<file path="config.mk">
export PLATFORM = sky130hd
export DESIGN_NAME = staggered_add_ctrl
export DESIGN_NICKNAME = d
export VERILOG_FILES = /design/src/rtl/staggered_add_ctrl.sv
export SDC_FILE = /design/constraint.sdc
export NUM_CORES = 1
export LEC_CHECK = 0
export BUFFER_PORTS_ARGS = -buffer_cell sky130_fd_sc_hd__buf_2
export CORE_ASPECT_RATIO = 0.6
export CORE_UTILIZATION = 45
export CTS_CLUSTER_DIAMETER = 80
export CTS_CLUSTER_SIZE = 20
export DETAILED_ROUTE_END_ITERATION = 6
export HOLD_SLACK_MARGIN = 0.06
export PLACE_DENSITY_LB_ADDON = 0.12
export SYNTH_ARGS = -nofsm -noshare
export SYNTH_HDL_FRONTEND = slang
export SYNTH_SLANG_ARGS = --single-unit
</file>
<file path="constraint.sdc">
create_clock -name clk -period 4.1 [get_ports clk]
set_clock_uncertainty 0.15 [all_clocks]
set_input_delay 0.82 -clock clk [delete_from_list [all_inputs] [get_ports clk]]
set_output_delay 0.82 -clock clk [all_outputs]
set_load 0.03 [all_outputs]
</file>
<file path="src/rtl/staggered_add_ctrl.sv">
// Staggered adder controller: a WIDTH-bit add done in WIDTH/4 cycles through one 4-bit CLA slice,
// least-significant nibble first, with valid/ready handshakes on both operand and result sides.
module staggered_add_ctrl #(
  parameter int unsigned WIDTH = 32,
  parameter int unsigned SLICE = 4
) (
  input  logic             clk,
  input  logic             rst,
  input  logic             in_valid,
  output logic             in_ready,
  input  logic [WIDTH-1:0] a,
  input  logic [WIDTH-1:0] b,
  input  logic             cin,
  output logic             out_valid,
  input  logic             out_ready,
  output logic [WIDTH-1:0] sum,
  output logic             cout,
  output logic             ovf,
  output logic             busy
);

  localparam int unsigned NSLICE = WIDTH / SLICE;
  localparam int unsigned CntW   = (NSLICE > 1) ? $clog2(NSLICE) : 1;

  if ((WIDTH % 4) != 0 || WIDTH < 8) begin : g_bad_width
    $error("staggered_add_ctrl: WIDTH must be a multiple of 4 and at least 8");
  end
  if (SLICE != 4) begin : g_bad_slice
    $error("staggered_add_ctrl: SLICE is fixed at 4");
  end

  typedef enum logic [1:0] {
    StIdle,
    StRun,
    StDone
  } state_e;

  state_e            state_q, state_d;
  logic [CntW-1:0]   cnt_q, cnt_d;
  logic              c_q, c_d;
  logic [WIDTH-1:0]  a_q, a_d;
  logic [WIDTH-1:0]  b_q, b_d;
  logic [WIDTH-1:0]  sum_q, sum_d;
  logic              cout_q, cout_d;
  logic              ovf_q, ovf_d;

  logic              hs_in;
  logic              last_slice;
  logic [CntW+1:0]   nib_base;
  logic [3:0]        slice_a, slice_b;
  logic [3:0]        p, g, s;
  logic [4:0]        c;

  // Slice operands come only from the operand registers, never from the a/b ports.
  assign nib_base   = {cnt_q, 2'b00};
  assign slice_a    = a_q[nib_base +: 4];
  assign slice_b    = b_q[nib_base +: 4];
  assign last_slice = (cnt_q == CntW'(NSLICE - 1));

  // 4-bit carry-lookahead slice with full lookahead carries.
  assign p    = slice_a ^ slice_b;
  assign g    = slice_a & slice_b;
  assign c[0] = c_q;
  assign c[1] = g[0] | (p[0] & c[0]);
  assign c[2] = g[1] | (p[1] & g[0]) | (p[1] & p[0] & c[0]);
  assign c[3] = g[2] | (p[2] & g[1]) | (p[2] & p[1] & g[0]) | (p[2] & p[1] & p[0] & c[0]);
  assign c[4] = g[3] | (p[3] & g[2]) | (p[3] & p[2] & g[1]) | (p[3] & p[2] & p[1] & g[0])
              | (p[3] & p[2] & p[1] & p[0] & c[0]);
  assign s    = p ^ c[3:0];

  assign in_ready = (state_q == StIdle) & ~rst;
  assign hs_in    = in_valid & in_ready;

  always_comb begin
    state_d = state_q;
    cnt_d   = cnt_q;
    c_d     = c_q;
    a_d     = a_q;
    b_d     = b_q;
    sum_d   = sum_q;
    cout_d  = cout_q;
    ovf_d   = ovf_q;
    unique case (state_q)
      StIdle: begin
        if (hs_in) begin
          a_d     = a;
          b_d     = b;
          c_d     = cin;
          cnt_d   = '0;
          state_d = StRun;
        end
      end
      StRun: begin
        sum_d[nib_base +: 4] = s;
        c_d                  = c[4];
        if (last_slice) begin
          // s[3] of the top slice is the sum MSB.
          cout_d  = c[4];
          ovf_d   = (a_q[WIDTH-1] == b_q[WIDTH-1]) & (s[3] != a_q[WIDTH-1]);
          state_d = StDone;
        end else begin
          cnt_d = cnt_q + CntW'(1);
        end
      end
      StDone: begin
        if (out_ready) begin
          state_d = StIdle;
        end
      end
      default: state_d = StIdle;
    endcase
  end

  always_ff @(posedge clk or posedge rst) begin
    if (rst) begin
      state_q <= StIdle;
      cnt_q   <= '0;
      c_q     <= 1'b0;
      a_q     <= '0;
      b_q     <= '0;
      sum_q   <= '0;
      cout_q  <= 1'b0;
      ovf_q   <= 1'b0;
    end else begin
      state_q <= state_d;
      cnt_q   <= cnt_d;
      c_q     <= c_d;
      a_q     <= a_d;
      b_q     <= b_d;
      sum_q   <= sum_d;
      cout_q  <= cout_d;
      ovf_q   <= ovf_d;
    end
  end

  assign out_valid = (state_q == StDone);
  assign busy      = (state_q != StIdle);
  assign sum       = sum_q;
  assign cout      = cout_q;
  assign ovf       = ovf_q;

  cnt_in_range_a: assert property (@(posedge clk) disable iff (rst) cnt_q <= CntW'(NSLICE - 1));

endmodule
</file>
### Word-level counts from Yosys, hierarchy flattened

Cells that the tools add are included.

* register bits: 104
* latch bits: 0
* RAM bits: 0
* bits in read-only memories: 0
* output and inout port bits: 37
* logic and storage cells: 74
* memories: 0

* add/sub/neg operators: 2
* multipliers: 0
* divide/modulo/power cells: 0
* order comparisons: 0
* equal/unequal tests: 9
* shifts and indexed selects: 4
* muxes and demuxes: 10
* bitwise operators: 33
* reduce and logical (&&, ||, !) cells: 8

Operator list (number)
* $shiftx 32x6->4: 2
* $bwmux 32: 1
* $shift 4x7->32 const A: 1
* $shiftx 4x7->32: 1
* $and 1x1->1: 19
* $or 1x1->1: 10
* $xor 4x4->4: 2
* $neg 5->7: 1
* $mux 2: 3
* $mux 3: 2
* $ne 2x2->1 const B: 3
* $pmux 2 s3: 1
* $pmux 3 s2: 1
* $reduce_and 2->1: 3
* $reduce_and 3->1: 2
* $and 4x4->4: 1
* $reduce_bool 2->1: 2
* $add 3x1->3 const B: 1
* $eq 3x3->1 const B: 1
* $eq 2x1->1 const B: 1
* $eq 2x2->1 const B: 1
* $logic_not 2->1: 1
* $ne 2x1->1 const B: 1
* $pmux 1 s2: 1
* 4 further kinds: 4

### Logic depth before layout (Yosys ltp)

* word-level depth: 9
* gate-level depth with buffers: 11

### Worst setup path before layout

No wires, ideal clock.

* path kind: register to register
* start: reg cnt_q[0]
* end: reg sum_q[11] (netlist: sum[11])
* data arrival time: 2635 ps
* required time: 3854 ps
* setup slack: 1219 ps
* cell stages (with the launch flop): 12
* path buffers: 3
* cells stage by stage: dfrtp_1 -> buf_4 -> buf_4 -> mux4_2 -> nand2_1 -> nand2_1 -> ha_1 -> a21oi_1 -> o22ai_1 -> or2_0 -> buf_2 -> o31ai_1

* word-level cells in the longest chain between the ends: 9

Ends and longest elaborated chain
* from (decl): line 39 `logic [CntW-1:0] cnt_q, cnt_d;`
* from (signal assigned): line 126 `cnt_q <= cnt_d;`
* $shiftx 32x6->4, on equally long branches: line 56, 57
* $xor 4x4->4 or $and 4x4->4 (tied branches): line 61, 62
* $and 1x1->1: line 66 `assign c[3] = g[2] | (p[2] & g[1]) | (p[2] & p[1] & g[0]) | (p[2] & p[1] & p[0] & c[0]);`
* $or 1x1->1 or $and 1x1->1 (tied branches) (2 in series): line 66
* $or 1x1->1: line 66
* $xor 4x4->4: line 69 `assign s = p ^ c[3:0];`
* $shiftx 4x7->32: line 94 `sum_d[nib_base +: 4] = s;`
* $bwmux 32 (*): line 94
* to (signal assigned): line 130 `sum_q <= sum_d;`
* to (decl): line 43 `logic [WIDTH-1:0] sum_q, sum_d;`

Every way passes the cells marked *; elsewhere a longest branch is shown, timed or not.
A chain may end at the register's enable or synchronous reset.

### Worst setup path in the final report

* start: reg cnt_q[1]
* end: reg ovf_q (netlist: ovf)

* word-level cells in the longest chain between the ends: 9

Ends and longest elaborated chain
* $shiftx 32x6->4, on equally long branches: line 56, 57
* $xor 4x4->4 or $and 4x4->4 (tied branches): line 61, 62
* $and 1x1->1: line 66
* $or 1x1->1 or $and 1x1->1 (tied branches) (2 in series): line 66
* $or 1x1->1: line 66
* $xor 4x4->4: line 69
* $ne 1x1->1: line 99 `ovf_d = (a_q[WIDTH-1] == b_q[WIDTH-1]) & (s[3] != a_q[WIDTH-1]);`
* $and 1x1->1: line 99
* to (signal assigned): line 132 `ovf_q <= ovf_d;`
* to (decl): line 45 `logic ovf_q, ovf_d;`

Several ways; a longest one is shown, not always the timed one.

==> qor.csv <==
stage,metric,value,unit
critical_path,required,4.16,ns
cts,htree_levels,3,
floorplan,die_h,83.7,um
sta,finalCritPeriodShare,0.810,
sta,hold_violations,0,
floorplan,ios,106,
sta,slew_headroom,0.236,
routing,wl_per_cell,15.9,um
global_routing,grtUsageTotal,0.224,
critical_path,crit_buf_inv,1,
critical_path,crit_fanout,14,
outcome,violations,DRC,
sta,fmax,301,MHz
logic_synthesis,seq_area_frac_synth,0.519,
routing,ant_nets,0,
sta,setup_viol,0,
logic_synthesis,netlist_top_cells_area,"dfrtp_1 52%, nand2_1 18%, mux4_2 7.2%",
sta,tns,0,ns
logic_synthesis,syn-num-nets,579,
logic_synthesis,yosysUniqueCellTypes,46,
sta,maxSlewViolCount,0,
floorplan,fp.dieArea,11600,um2
routing,drt_iter0_markers,190,
critical_path,r2r_setup_slack,0.78,ns
global_routing,grt_max_degree,64,
logic_synthesis,synth_edf_count,0,
cts,cts_setup_buffers,0,
cts,tritoncts,yes,
layout,fin_area,5960,um2
placed_design,dpl_cell_area,5610,um2
placed_design,io_buffers,105,
routing,wirelength,11700,um
critical_path,arrival,3.39,ns
critical_path,end_kind,flip-flop,
critical_path,cp_common_cell,nand2_1,
cts,cts_sinks,104,
cts,cts_made_buffers,9,
layout,diodes,0,
sta,grt_setup_unrepaired,no,
critical_path,start_kind,flip-flop,
logic_synthesis,async_reset_ff_frac,1.00,
floorplan,initial_core_util,0.468,
global_routing,use_met1,0.354,
routing,avgViaCountPerCell,4.99,
global_routing,antenna_found_initial,0,
global_routing,grt_overflow,0,
cts,clk_latency,0.35,ns
cts,cts_resized,0,
floorplan,core,10700,um2
logic_synthesis,avgSynthCellArea,10.1,um2
cts,postCtsHoldBufs,0,
cts,root_buffer,clkbuf_16,
sta,period_needed,3.32,ns
critical_path,slowest_delay,0.80,ns
power_and_ir_drop,ir_worst_vdd,0.354,mV
cts,cts_buffer_depth,2,
global_routing,grt_pass1_vias,3749,
routing,via_count,3689,
sta,worst_pin_slew,1.14,ns
floorplan,fp-row-count,29,
placed_design,numPlacedInstances,723,
global_routing,grtUsageMet3,0.0568,
logic_synthesis,synthFlopType,dfrtp_1,
power_and_ir_drop,powerDensity,936,nW/um2
critical_path,critPathSlowestCell,dfrtp_1,
critical_path,crit_type,flip-flop to flip-flop,
placed_design,dp_hpwl,8370,um
routing,drtPass1Iterations,7,
worst_hold_path,hold_class,flip-flop to flip-flop,
placed_design,place_congestion,0.815,
logic_synthesis,syn_inst,497,
logic_synthesis,synth_top_area_frac,0.519,
outcome,status,"complete, but fails checks",
floorplan,die_w,138,um
power_and_ir_drop,leakagePower,3.13,nW
cts,path_clk_slew,0.07,ns
logic_synthesis,synth_top_area_cell,dfrtp_1,
layout,area_growth_syn_to_layout,19.1,%
global_routing,gr-usage-met2,0.306,
critical_path,cp_cell_sequence,"buf_4, mux4_2, nand2_1, nand2_1, ha_1, a21oi_1, o22ai_1, or2_0, o211ai_1",
logic_synthesis,ys_seq_elements,104,
logic_synthesis,synth_warnings,0,
global_routing,grt_pass1_wl,19900,um
layout,final_cell_count_no_fill,739,
logic_synthesis,syn_area,5010,um2
routing,drc,20,
layout,drive_above_1_share,0.288,
critical_path,path_delay_family,flip-flops,
layout,fin_nets,677,
global_routing,grt_busiest_layer,met1,
job,maxCapViolations,0,
==> cell usage after synthesis (2+ instances only) <==
cell type  instances
xor2_1             2
a21oi_1            3
o22ai_1            2
mux4_2            16
nor2_1             9
o31ai_1           11
nand3_1            4
o211ai_1           2
buf_2              5
nand2b_1           2
nand4_4            3
mux2i_1            2
buf_6              8
mux2_2            15
nand2_1          237
o21ai_0           13
clkbuf_1           7
buf_4              4
inv_1              9
nor3_1             2
ha_1              12
and3_1             2
dfrtp_1          104
==> cell usage in the layout, fill, tap and decap left out, types with 8 or more instances in the layout <==
cell type and n:
clkbuf_16 9, o31ai_1 11, mux2_2 15, nand2_1 236
ha_1 12, o21ai_0 13, nor2_1 9, buf_2 105
dfrtp_1 104, mux4_2 16, inv_1 8
==> cell type report <==
cell class | count | area [um2]
clock inverter | 7 | 125
multi-input combinational | 359 | 2200
timing repair buffer | 111 | 596
fill | 953 | 4740
inverter | 10 | 40.0
clock buffer | 9 | 225
tap | 139 | 174
sequential | 104 | 2600
==> registers in the layout, indices dropped and copies added (netlist names) <==
register	flops
a_q	32
b_q	32
sum	32
ovf	1
cout	1
c_q	1
state_q	2
cnt_q	3
==> worst paths after layout <==
kind	from	to	cells past startpoint
worst max-delay path	cnt_q[1]$_DFFE_PP0P_	ovf$_DFFE_PP0P_	9
worst min-delay path	b_q[13]$_DFFE_PP0P_	b_q[13]$_DFFE_PP0P_	2
worst max register to register	cnt_q[1]$_DFFE_PP0P_	ovf$_DFFE_PP0P_	9
worst min register to register	b_q[13]$_DFFE_PP0P_	b_q[13]$_DFFE_PP0P_	2
max in group asynchronous	rst	b_q[14]$_DFFE_PP0P_	3
min in group asynchronous	rst	cout$_DFFE_PP0P_	2
==> worst register-to-register path: stages, from the launching register on <==
cell	delay, ns
dfrtp_1	0.80
buf_4	0.32
mux4_2	0.31
nand2_1	0.08
nand2_1	0.06
ha_1	0.35
a21oi_1	0.12
o22ai_1	0.40
or2_0	0.44
o211ai_1	0.15
==> report_power, final <==
part	total [mW]	internal [mW]	leakage, nW	switching, mW
Combinational	2.75	1.05	1.63	1.70
Clock	1.01	0.606	0.171	0.400
Sequential	1.82	1.49	1.33	0.331
==> stage by stage <==
| step | setup slack, ns | hold slack (ns) | power, mW | utilization |
|---|---|---|---|---|
| 2_1_floorplan | 0.398 | 0.290 | 3.79 | - |
| 3_3_place_gp | 0.928 | 0.302 | 4.52 | 0.524 |
| 3_5_place_dp | 0.785 | 0.307 | 4.58 | 0.524 |
| 4_1_cts | 0.779 | 0.325 | 5.61 | 0.557 |
| 5_1_grt | 0.563 | 0.338 | 6.00 | 0.557 |
| 6_report | 0.777 | 0.323 | 5.58 | 0.557 |
==> per-layer routing <==
| layer | wire length, um | up-vias |
|---|---|---|
| li1 | - | 1834 |
| met1 | 6310 | 1740 |
| met2 | 4610 | 105 |
| met3 | 736 | 10 |
| met4 | 95 | 0 |
| met5 | 0 | - |
==> kinds of logic after synthesis <==
| group | Yosys count | share of synthesized area |
|---|---|---|
| DFF | 104 | 0.519 |
| and+or+nand+nor | 276 | 0.246 |
| buffers and inverters | 34 | 0.0417 |
| AOI/OAI and AO/OA | 33 | 0.0415 |
| adders and majority gates | 13 | 0.0340 |
| muxes | 34 | 0.112 |
| xor gates and xnor gates | 3 | 0.00525 |
Note: power is estimated with default switching activity, not from simulation.
